[src/rtl/mips_int_ctrl_pkg.sv]
// mips_int_ctrl_pkg: register map, bit positions and source indices for the interrupt controller
package mips_int_ctrl_pkg;
  typedef enum logic [1:0] {
    REG_PEND = 2'd0,
    REG_CTRL = 2'd1,
    REG_EDGE = 2'd2,
    REG_STAT = 2'd3
  } reg_e;
  localparam int GIE_BIT = 8;
  localparam int OVF_LSB = 8;
  localparam int VALID_BIT = 7;
  localparam logic [31:0] DEF_BASE_ADDR = 32'h0000_7F30;
  localparam int SRC_TIMER0 = 0;
  localparam int SRC_TIMER1 = 1;
  localparam int SRC_EXT = 2;
endpackage

[src/rtl/mips_int_prienc.sv]
// mips_int_prienc: lowest-index-wins priority encoder, vec forced to 0 when nothing requests
module mips_int_prienc #(
  parameter int N = 6
) (
  input  logic [N-1:0] i_req,
  output logic [2:0]   o_vec,
  output logic         o_valid
);
  // scan from the top so the lowest set index is the last one written
  always_comb begin
    o_vec = 3'd0;
    for (int i = N - 1; i >= 0; i--) o_vec = i_req[i] ? 3'(i) : o_vec;
  end
  assign o_valid = |i_req;
endmodule

[src/rtl/mips_int_ctrl.sv]
// mips_int_ctrl: memory-mapped interrupt controller driving CP0 HWInt[7:2]
module mips_int_ctrl
  import mips_int_ctrl_pkg::*;
#(
  parameter logic [31:0] BASE_ADDR = DEF_BASE_ADDR,
  parameter int          N_SRC     = 6
) (
  input  logic             clk,
  input  logic             reset,
  input  logic [31:0]      addr,
  input  logic             we,
  input  logic [31:0]      wd,
  output logic [31:0]      rd,
  input  logic [N_SRC-1:0] irq_src,
  output logic [5:0]       hw_int
);
  logic [N_SRC-1:0] r_pend, r_mask, r_edge, r_ovf, r_prev;
  logic             r_gie;
  reg_e             w_sel;
  logic [N_SRC-1:0] w_set, w_clr, w_ovf_set, w_ovf_clr, w_act;
  logic [2:0]       w_vec;
  logic             w_valid;
  logic             w_unused;

  assign w_sel     = reg_e'(addr[3:2]);
  assign w_set     = irq_src & ~(r_edge & r_prev);
  assign w_clr     = (we && w_sel == REG_PEND) ? wd[N_SRC-1:0] : '0;
  assign w_ovf_set = w_set & r_edge & r_pend;
  assign w_ovf_clr = (we && w_sel == REG_STAT) ? wd[OVF_LSB +: N_SRC] : '0;
  assign w_act     = r_pend & r_mask;
  assign hw_int    = 6'(w_act & {N_SRC{r_gie}});
  assign w_unused  = ^{BASE_ADDR, addr, wd};

  mips_int_prienc #(.N(N_SRC)) u_prienc (
    .i_req   (w_act),
    .o_vec   (w_vec),
    .o_valid (w_valid)
  );

  // register state; a new set always wins over a same-cycle clear so no event is lost
  always_ff @(posedge clk) begin
    if (!reset) begin
      r_pend <= '0;
      r_mask <= '0;
      r_edge <= '0;
      r_ovf  <= '0;
      r_prev <= '0;
      r_gie  <= 1'b0;
    end else begin
      r_prev <= irq_src;
      r_pend <= w_set | (r_pend & ~w_clr);
      r_ovf  <= w_ovf_set | (r_ovf & ~w_ovf_clr);
      if (we && w_sel == REG_CTRL) begin
        r_mask <= wd[N_SRC-1:0];
        r_gie  <= wd[GIE_BIT];
      end
      if (we && w_sel == REG_EDGE) r_edge <= wd[N_SRC-1:0];
    end
  end

  // read mux over the four registers; unimplemented bits read 0
  always_comb begin
    rd = (w_sel == REG_PEND) ? {26'd0, 6'(r_pend)} :
         (w_sel == REG_CTRL) ? {23'd0, r_gie, 2'd0, 6'(r_mask)} :
         (w_sel == REG_EDGE) ? {26'd0, 6'(r_edge)} :
                               {18'd0, 6'(r_ovf), w_valid, 4'd0, w_vec};
  end
endmodule

[config.mk]
export PLATFORM = sky130hd
export DESIGN_NAME = mips_int_ctrl
export DESIGN_NICKNAME = d
export VERILOG_FILES = /design/src/rtl/mips_int_ctrl_pkg.sv /design/src/rtl/mips_int_prienc.sv /design/src/rtl/mips_int_ctrl.sv
export SDC_FILE = /design/constraint.sdc
export NUM_CORES = 1
export LEC_CHECK = 0
export ABC_AREA = 1
export CAP_MARGIN = 20
export CORE_MARGIN = 3
export CORE_UTILIZATION = 38
export DETAILED_ROUTE_END_ITERATION = 7
export PLACE_DENSITY = 0.81
export SETUP_SLACK_MARGIN = 0.15
export SLEW_MARGIN = 10
export SYNTH_ARGS = -nofsm -noshare
export SYNTH_HDL_FRONTEND = slang
export SYNTH_SLANG_ARGS = --single-unit
[constraint.sdc]
create_clock -name clk -period 1.9 [get_ports clk]
set_input_delay 0.38 -clock clk [delete_from_list [all_inputs] [get_ports clk]]
set_output_delay 0.38 -clock clk [all_outputs]
set_load 0.1 [all_outputs]
==> run metrics, run 1 <==
result of the run=complete, no violations; Worst-Skew Late Latency=approximately 280 ps; Layout Nets=just under 400; Chip Width=between 70 and 80 um; Post-Synthesis Cells=between 200 and 250; TritonCTS clock tree=built; number of buffers between clock root and the deepest sink=2; number of setup violations in the final report=0; buffering stage count on the worst path with inverters included=1; arrival time at the worst endpoint=between 1000 and 1500 ps; total detailed-routing wirelength=4772 um; delay-heaviest family, CP=simple AND/OR/NAND/NOR gates; antenna diode instance count=0; worst setup path startpoint=r_pend[3]; total negative slack for setup checks=0 ps; iteration count of the initial detailed-routing pass=4; die height=between 70 and 80 um; maximum fanout encountered on the critical timing path=3; portion of the post-synthesis area used by sequential elements=around two fifths; standard-cell row count=23; kind of end point of the critical path=output port; number of CTS-inserted buffers=5; routed via count=1741; element type at the critical path start=flop; MaxCap Viol Count=0; ratio of total power to cell area=between 600 and 700 nW/um2; number of register bits inferred by synthesis=31; CP cell instances=nand2_4 -> nand2_2 -> nor2_4 -> nand3_2 -> nand3_2 -> nand2_2 -> nand2_4 -> buf_12; Worst IR Drop VDD=roughly 0.47 mV; floorplan die area=between 5000 and 6000 um2; first-pass GRT wire length=7362 um; H-tree depth reported by CTS=2; count of unresolved DRC violations after routing=0; Setup Crit Path Kind=reg -> out; I/O Pins=111; number of warning messages in the yosys log=0; Synth cell types=20; Leak=between 0.001 and 0.0015 uW; number of hold violations in the final report=0; maximum frequency from static timing analysis=around 550 MHz; number of buffers added on ports=41; launch instance of the worst min-delay path=r_ovf[5]; Final Critical Period=around 1800 ps; RSZ-0062 raised after global routing=yes; share of the cycle needed by the critical path after routing=a little over nine tenths; post-route worst hold slack=between 400 and 500 ps; layout cells sized above 1=34.94%; core region area=4058 um2; Clk Tree Root Cell=clkbuf_8; data required time at the worst endpoint=approximately 1500 ps; leftover overflow at the end of global routing=0; mean area per synthesized cell=a little under 7 um2; number of antenna-violating nets in the routed design=0; clock transition at the registers of the reported paths=about 60 ps; area growth from synthesis to layout=66.77%; fillers=between 300 and 400; overall track demand over capacity in global routing=a little under a fifth; initial antenna violation count=0; most frequent standard cell in the layout excluding fill and tap cells=nand2_1; Fin Clk Skew=roughly 5.8 ps; largest net degree at the start of global routing=15; drt wl/cell=13.18 um; maximum cell stage delay along the critical path=between 300 and 400 ps; count of pins over their slew limit=0; slowest CP cell=dfxtp_2; sink count of the clock tree=31; area of the mapped netlist=about 1600 um2; number of DRC markers in iteration 0=102; post-detailed-route via-to-cell ratio=about 4.8; starting utilization of the core area=40.09%; Hold Path Class=reg -> reg; most frequent cells in the layout=36 x nand2_1, 33 x inv_1, 32 x buf_4; via count of the first global-routing pass=approximately 1600; Final HPWL DP=3170 um; final weighted congestion in routability-driven placement=0.8256; source of the worst register-to-register timing path=r_pend[0]
[sequential cells by signal (all words and copies together) (netlist names)]
| signal | count |
|---|---|
| r_gie | 1 |
| r_pend | 6 |
| r_edge | 6 |
| r_ovf | 6 |
| r_prev | 6 |
| r_mask | 6 |
[cell type report]
type / count / area, um2 / area share [%]
inverter: 37 / 141.4 / 5.212
sequential: 31 / 636.9 / 23.48
clock inverter: 1 / 5.005 / 0.1845
timing repair buffer: 76 / 873.3 / 32.20
tap: 50 / 62.56 / 2.306
clock buffer: 6 / 82.58 / 3.044
multi-input combinational: 161 / 910.9 / 33.58
[per-stage QoR]
| stage | util [%] | total power (uW) | cell area, um2 | setup slack (ps) | instances |
|---|---|---|---|---|---|
| 2_1_floorplan | - | 1125 | 1792 | -278.0 | 255 |
| 3_3_place_gp | 58.40 | 1252 | 2370 | -251.4 | 333 |
| 3_5_place_dp | 58.40 | 1260 | 2370 | -271.4 | 333 |
| 4_1_cts | 65.43 | 1815 | 2655 | 147.9 | 359 |
| 5_1_grt | 66.85 | 1894 | 2713 | 31.18 | 362 |
| 6_report | 66.85 | 1830 | 2713 | 98.00 | 362 |
[cells by family (layout without fill, tap and decap cells)]
family / Yosys count / in the layout / share of synthesized area (%)
flops: 31 / 31 / 38.15
compound gates: 54 / 54 / 17.62
buf+inv: 63 / 120 / 20.54
other cells: 1 / 19 / 0.2305
simple gates: 88 / 88 / 23.46
[layer usage]
layer	up-vias	part of all wire, %	GRT usage [%]
li1	874	-	-
met3	9	7.9	4.769
met2	72	50	30.92
met4	0	2.0	7.933
met5	-	0	0
met1	786	40	22.43
[synth_stat cells]
cell	n	area, um2
nand2_1	50	187.7
inv_1	36	135.1
dfxtp_1	31	620.6
a21oi_1	26	130.1
o21ai_0	23	115.1
buf_4	19	142.6
nand3_1	16	80.08
nor2_1	13	48.80
nand4_1	6	37.54
buf_2	3	15.01
buf_6	3	33.78
o221ai_1	3	26.28
a31oi_1	1	6.260
clkbuf_1	1	3.750
conb_1	1	3.750
inv_2	1	3.750
nand2_2	1	6.260
nand3_2	1	10.01
nor2_4	1	11.26
o21ai_2	1	8.760
[what timing repair did]
action / 4_1_cts / 5_1_grt
hold buffers: 0 / 0
gates resized for setup: 37 / 9
pin swaps: 12 / 9
setup buffers: 19 / 3
endpoints found under the hold margin: 0 / 0
endpoints found under the setup margin: 13 / 3
[worst register-to-register path, cell delays in order, from the launching register on]
cell and delay (ps):
dfxtp_4 350, buf_6 120, buf_4 140, nand4_1 80, a21oi_1 70
[final timing paths]
| check | slack [ps] | to | depth (start not counted) |
|---|---|---|---|
| worst min register to register | 460 | r_ovf[5] | 2 |
| worst min-delay path | 460 | r_ovf[5] | 2 |
| worst max register to register | 1010 | r_ovf[0] | 4 |
| worst max-delay path | 100 | rd[2] | 8 |
[power by group]
group,switching (uW),internal [uW]
sequential,22.7,685
clock,238,284
combinational,416,184
total,677,1150
Note: power is estimated with default switching activity, not from simulation.
==> run 2: changes to the inputs <==
==> constraint.sdc (replaced) <==
create_clock -name clk -period 1.9 [get_ports clk]
set_input_delay 0.38 -clock clk [delete_from_list [all_inputs] [get_ports clk]]
set_output_delay 0.38 -clock clk [all_outputs]
set_load 0.005 [all_outputs]
==> run metrics, run 2 (synthesis gave the netlist of run 1 again) <==
result of the run=complete, no violations; RSZ-0062 raised after global routing=yes; H-tree depth reported by CTS=2; MaxCap Viol Count=0; number of buffers added on ports=41; Chip Width=between 70 and 80 um; initial antenna violation count=0; data required time at the worst endpoint=~1500 ps; total detailed-routing wirelength=between 4000 and 5000 um; share of total power in combinational logic=between 10% and 20%; most frequent cells in the layout=42 x nand2_1, 32 x inv_1, 25 x a21oi_1; clock transition at the registers of the reported paths=about 60 ps; layout cells sized above 1=a little over a fifth; core region area=between 4000 and 5000 um2; source of the worst register-to-register timing path=r_edge[1]; post-detailed-route via-to-cell ratio=approximately 4.9; Leak=0.001141 uW; number of setup violations in the final report=0; fraction of power consumed by the clock network=approximately a third; largest net degree at the start of global routing=15; final weighted congestion in routability-driven placement=0.9484; cell area after placement=slightly above 2000 um2; I/O Pins=111; final standard cell area without fillers=roughly 2300 um2; Fin Clk Skew=6.620 ps; antenna diode instance count=0; arrival time at the worst endpoint=approximately 1300 ps; part of the power in registers=around half; number of hold violations in the final report=0; number of CTS-inserted buffers=5; number of buffers between clock root and the deepest sink=2; maximum fanout encountered on the critical timing path=4; share of the cycle needed by the critical path after routing=90.68%; number of antenna-violating nets in the routed design=0; via count of the first global-routing pass=1547; die height=71.43 um; maximum frequency from static timing analysis=just under 600 MHz; ratio of total power to cell area=~640 nW/um2; switching power as a share of total power=a little over a quarter; sink count of the clock tree=31; overall power=around 1500 uW; Final Critical Period=between 1500 and 2000 ps; starting utilization of the core area=40.09%; Worst IR Drop VDD=approximately 0.47 mV; P_int=1058 uW; floorplan die area=between 5000 and 6000 um2; Setup Crit Path Kind=in -> out; TritonCTS clock tree=built; Final HPWL DP=~3200 um; number of DRC markers in iteration 0=117; launch instance of the worst min-delay path=r_ovf[4]; element type at the critical path start=input port; leftover overflow at the end of global routing=0; Layout Nets=between 300 and 400; Worst-Skew Late Latency=280 ps; fillers=approximately 390; first-pass GRT wire length=6893 um; hold bufs inserted after CTS=0; most frequent standard cell in the layout excluding fill and tap cells=nand2_1; area growth from synthesis to layout=39.31%; count of pins over their slew limit=0; reported net switching power=between 300 and 400 uW; count of unresolved DRC violations after routing=0; worst setup path startpoint=addr[3]; routed via count=about 1700; standard-cell row count=23; kind of end point of the critical path=output port; overall track demand over capacity in global routing=about 17%; iteration count of the initial detailed-routing pass=4; Clk Tree Root Cell=clkbuf_8; drt wl/cell=13.14 um; Hold Path Class=reg -> reg
run 2: changes by cell type in the layout (fill, tap and decap cells not counted), sizes merged:
cell           previous run  this run
buf                      56        23
dlygate4sd2               0         6
dlymetal6s2s              0         6
clkbuf                    6        10
clkdlybuf4s15             0         1
clkdlybuf4s50            20        21
run 2: power groups by stage:
stage,Combinational (uW),Clock (uW),Sequential (uW)
final,255,488,711
after global placement,234,0,715
after floorplan,144,0,712
after detailed placement,239,0,717
after CTS,248,497,708
after global routing,282,525,713
run 2: path summary, 6_finish.rpt:
check	endpoint	slack, ps	depth (start not counted)
worst max-delay path	rd[3]	180	8
worst min register to register	r_ovf[4]	460	2
worst min-delay path	r_ovf[4]	460	2
worst max register to register	r_pend[1]	1060	3
run 2: layout make-up:
| type | count | area, um2 | area share [%] |
|---|---|---|---|
| multi-input combinational | 161 | 799.5 | 35.28 |
| sequential | 31 | 641.9 | 28.33 |
| timing repair buffer | 60 | 541.8 | 23.91 |
| inverter | 37 | 138.9 | 6.129 |
| clock buffer | 7 | 76.32 | 3.368 |
| tap | 50 | 62.56 | 2.761 |
| clock inverter | 1 | 5.005 | 0.2209 |
run 2: through the flow:
stage	instances	setup WS (ps)	util, %	hold WS, ps	setup TNS [ps]
3_3_place_gp	333	-503.3	51.00	449.9	-5683
5_1_grt	347	92.63	55.84	484.7	0
2_1_floorplan	255	535.5	-	438.7	0
4_1_cts	346	23.89	54.83	466.8	0
3_5_place_dp	333	-517.5	51.00	457.2	-5801
6_report	347	177.0	55.84	460.8	0
run 2: layer usage:
metal  routed length [um]  part of all wire, %  up-vias  global-route usage, %
li1                     -                    -      840                      -
met1                 1849                   41      771                  21.50
met2                 2187                   48       78                  26.94
met3                  357                  7.8       20                  4.348
met4                  167                  3.7        0                  9.812
met5                    0                    0        -                      0
run 2: repair_timing:
item	4_1_cts	5_1_grt
pin swaps	3	7
endpoints found under the setup margin	18	12
gates resized for setup	50	31
setup buffers	5	1
run 2: critical path, stage by stage:
cell             delay [ps]
clkdlybuf4s15_2         190
buf_4                   150
nor2_4                   90
buf_6                   120
buf_4                   120
nand2_1                  50
o221ai_1                 90
clkbuf_2                160
==> run 3: changes to the inputs <==
--- a/config.mk
+++ b/config.mk
@@ -5,11 +5,11 @@
 export SDC_FILE = /design/constraint.sdc
 export NUM_CORES = 1
 export LEC_CHECK = 0
-export ABC_AREA = 1
 export CAP_MARGIN = 20
 export CORE_MARGIN = 3
-export CORE_UTILIZATION = 38
+export CORE_UTILIZATION = 39
 export DETAILED_ROUTE_END_ITERATION = 7
+export MAX_ROUTING_LAYER = met4
 export PLACE_DENSITY = 0.81
 export SETUP_SLACK_MARGIN = 0.15
 export SLEW_MARGIN = 10
==> run metrics, run 3 <==
most frequent cells in the layout=23 x clkdlybuf4s50_1, 21 x a21boi_0, 19 x conb_1, 19 x dfxtp_1, 18 x buf_4; fillers=~360; initial antenna violation count=0; number of register bits inferred by synthesis=31; Setup crit end=rd[13]; core region area=between 4000 and 5000 um2; number of cells on the worst reg-to-reg path=3; area of the mapped netlist=~1700 um2; overall track demand over capacity in global routing=18.24%; placed insts=roughly 280; RSZ-0062 raised after global routing=yes; MaxCap Viol Count=0; fraction of registers with async set/reset=0%; cell area after placement=around 2200 um2; Hold Path Class=reg -> reg; sink count of the clock tree=31; portion of the post-synthesis area used by sequential elements=between 30 and 40%; Leak=around 0.0012 uW; Final HPWL DP=3035 um; number of DRC markers in iteration 0=77; Clk Tree Root Cell=clkbuf_8; number of setup violations in the final report=0; number of warning messages in the yosys log=0; number of antenna-violating nets in the routed design=0; die height=72.85 um; first-pass GRT wire length=roughly 7100 um; library cell occupying the most area in the post-synthesis netlist=dfxtp_1; kind of end point of the critical path=output port; most frequent cells after synthesis=31 x dfxtp_1, 21 x a21boi_0, 20 x buf_4; Util after Layout=58.33%; share of the cycle needed by the critical path after routing=94.01%; final weighted congestion in routability-driven placement=about 0.86; post-detailed-route via-to-cell ratio=about 5.2; starting utilization of the core area=between 40% and 50%; multi-input gate area in the final layout=a little over 1000 um2; Worst Setup Slack, final=between 100 and 150 ps; Synth cell types=30; H-tree depth reported by CTS=2; drt wl/cell=15.07 um; hold bufs inserted after CTS=0; register area=640.6 um2; element type at the critical path start=input port; count of flip-flops with a built-in enable after synthesis=0; worst setup path startpoint=addr[3]; count of unresolved DRC violations after routing=0; maximum fanout encountered on the critical timing path=8; result of the run=complete, no violations; arrival time at the worst endpoint=1410 ps; final standard cell area without fillers=between 2000 and 2500 um2; Layout Nets=between 300 and 400; Primary FF master, synth=dfxtp_1; iteration count of the initial detailed-routing pass=4; count of pins over their slew limit=0; Worst IR Drop VDD=approximately 0.43 mV; endpoint of the worst-slack reg-to-reg timing path=r_ovf[1]; library cell with the highest instance count after synthesis=dfxtp_1; maximum frequency from static timing analysis=around 560 MHz; clock transition at the registers of the reported paths=about 60 ps; non-filler cells in the finished layout=around 300; via count of the first global-routing pass=around 1500; Post-Synthesis Cells=184; number of buffers added on ports=41; slack of the worst reg-to-reg path=930 ps; data required time at the worst endpoint=1520 ps; standard-cell row count=23; post-place setup slack=-512.1 ps; floorplan die area=5307 um2; layout cells sized above 1=approximately a quarter; area fraction of the dominant cell type after synthesis=between 30% and 40%; total detailed-routing wirelength=approximately 4400 um; Worst-Skew Late Latency=roughly 280 ps; TritonCTS clock tree=built; leftover overflow at the end of global routing=0; I/O Pins=approximately 110; number of hold violations in the final report=0; most frequent standard cell in the layout excluding fill and tap cells=clkdlybuf4s50_1; ratio of total power to cell area=a little under 600 nW/um2; largest net degree at the start of global routing=32; Chip Width=72.85 um; Final Critical Period=around 1800 ps; antenna diode instance count=0; mean area per synthesized cell=about 9.5 um2; source of the worst register-to-register timing path=r_pend[1]; routed via count=approximately 1500; Fin Clk Skew=roughly 0.98 ps; number of buffers between clock root and the deepest sink=2; Setup Crit Path Kind=in -> out; Synth area leaders=dfxtp_1 36%, a21boi_0 9.0%, buf_4 8.6%, mux2i_1 7.5%, o21a_1 5.2%; number of CTS-inserted buffers=5; area growth from synthesis to layout=38.69%
-- run 3: critical path, stage by stage --
cell	delay [ps]
buf_2	120
bufbuf_16	270
and3_1	140
clkdlybuf4s50_1	490
-- run 3: stage by stage --
step	setup TNS [ps]	total power, uW	hold slack [ps]
CTS	0	1421	503.5
detailed placement	-4983	941.2	496.4
global placement	-4853	936.7	483.1
finish	0	1418	494.6
global route	0	1486	534.6
floorplan	0	855.6	457.8
-- run 3: cell type report --
cell class	count	share of cell area, %
multi-input combinational	143	41.98
sequential	31	26.50
timing repair buffer	65	25.93
clock buffer	6	3.002
tap	50	2.588
-- run 3: worst min-delay path by stage --
stage,start,to,slack (ps),depth (start not counted)
final,r_mask[0],r_mask[0],490,2
after global routing,r_mask[0],r_mask[0],530,2
after CTS,r_mask[5],r_mask[5],500,2
after detailed placement,r_mask[0],r_mask[0],500,2
after global placement,r_mask[0],r_mask[0],480,2
after floorplan,r_mask[0],r_mask[0],460,2
-- run 3: timing repair --
item,CTS,global route
resized for setup,40,20
gates cloned,1,0
buffers inserted,6,4
endpoints found under the setup margin,19,11
pin swaps,2,5
-- run 3: routing by layer --
metal | share of wire, % | GRT usage, % | up-vias | wire length [um]
met3 | 7.0 | 4.821 | 9 | 310
met2 | 48 | 28.06 | 66 | 2146
li1 | - | - | 745 | -
met4 | 2.4 | 7.582 | 0 | 105
met5 | 0 | - | - | 0
met1 | 42 | 22.60 | 724 | 1883
-- run 3: cells by family after synthesis --
logic type,after synthesis,synth area share [%]
compound gates,52,22.11
buf+inv,28,12.27
flops,31,35.61
mux,13,7.466
other cells,1,0.2152
simple gates,59,22.33
-- run 3: report_power, final --
part / internal [uW] / total [uW] / switching, uW
Clock: 243 / 460 / 217
Combinational: 146 / 253 / 107
Sequential: 678 / 704 / 25.9
Total: 1070 / 1420 / 350
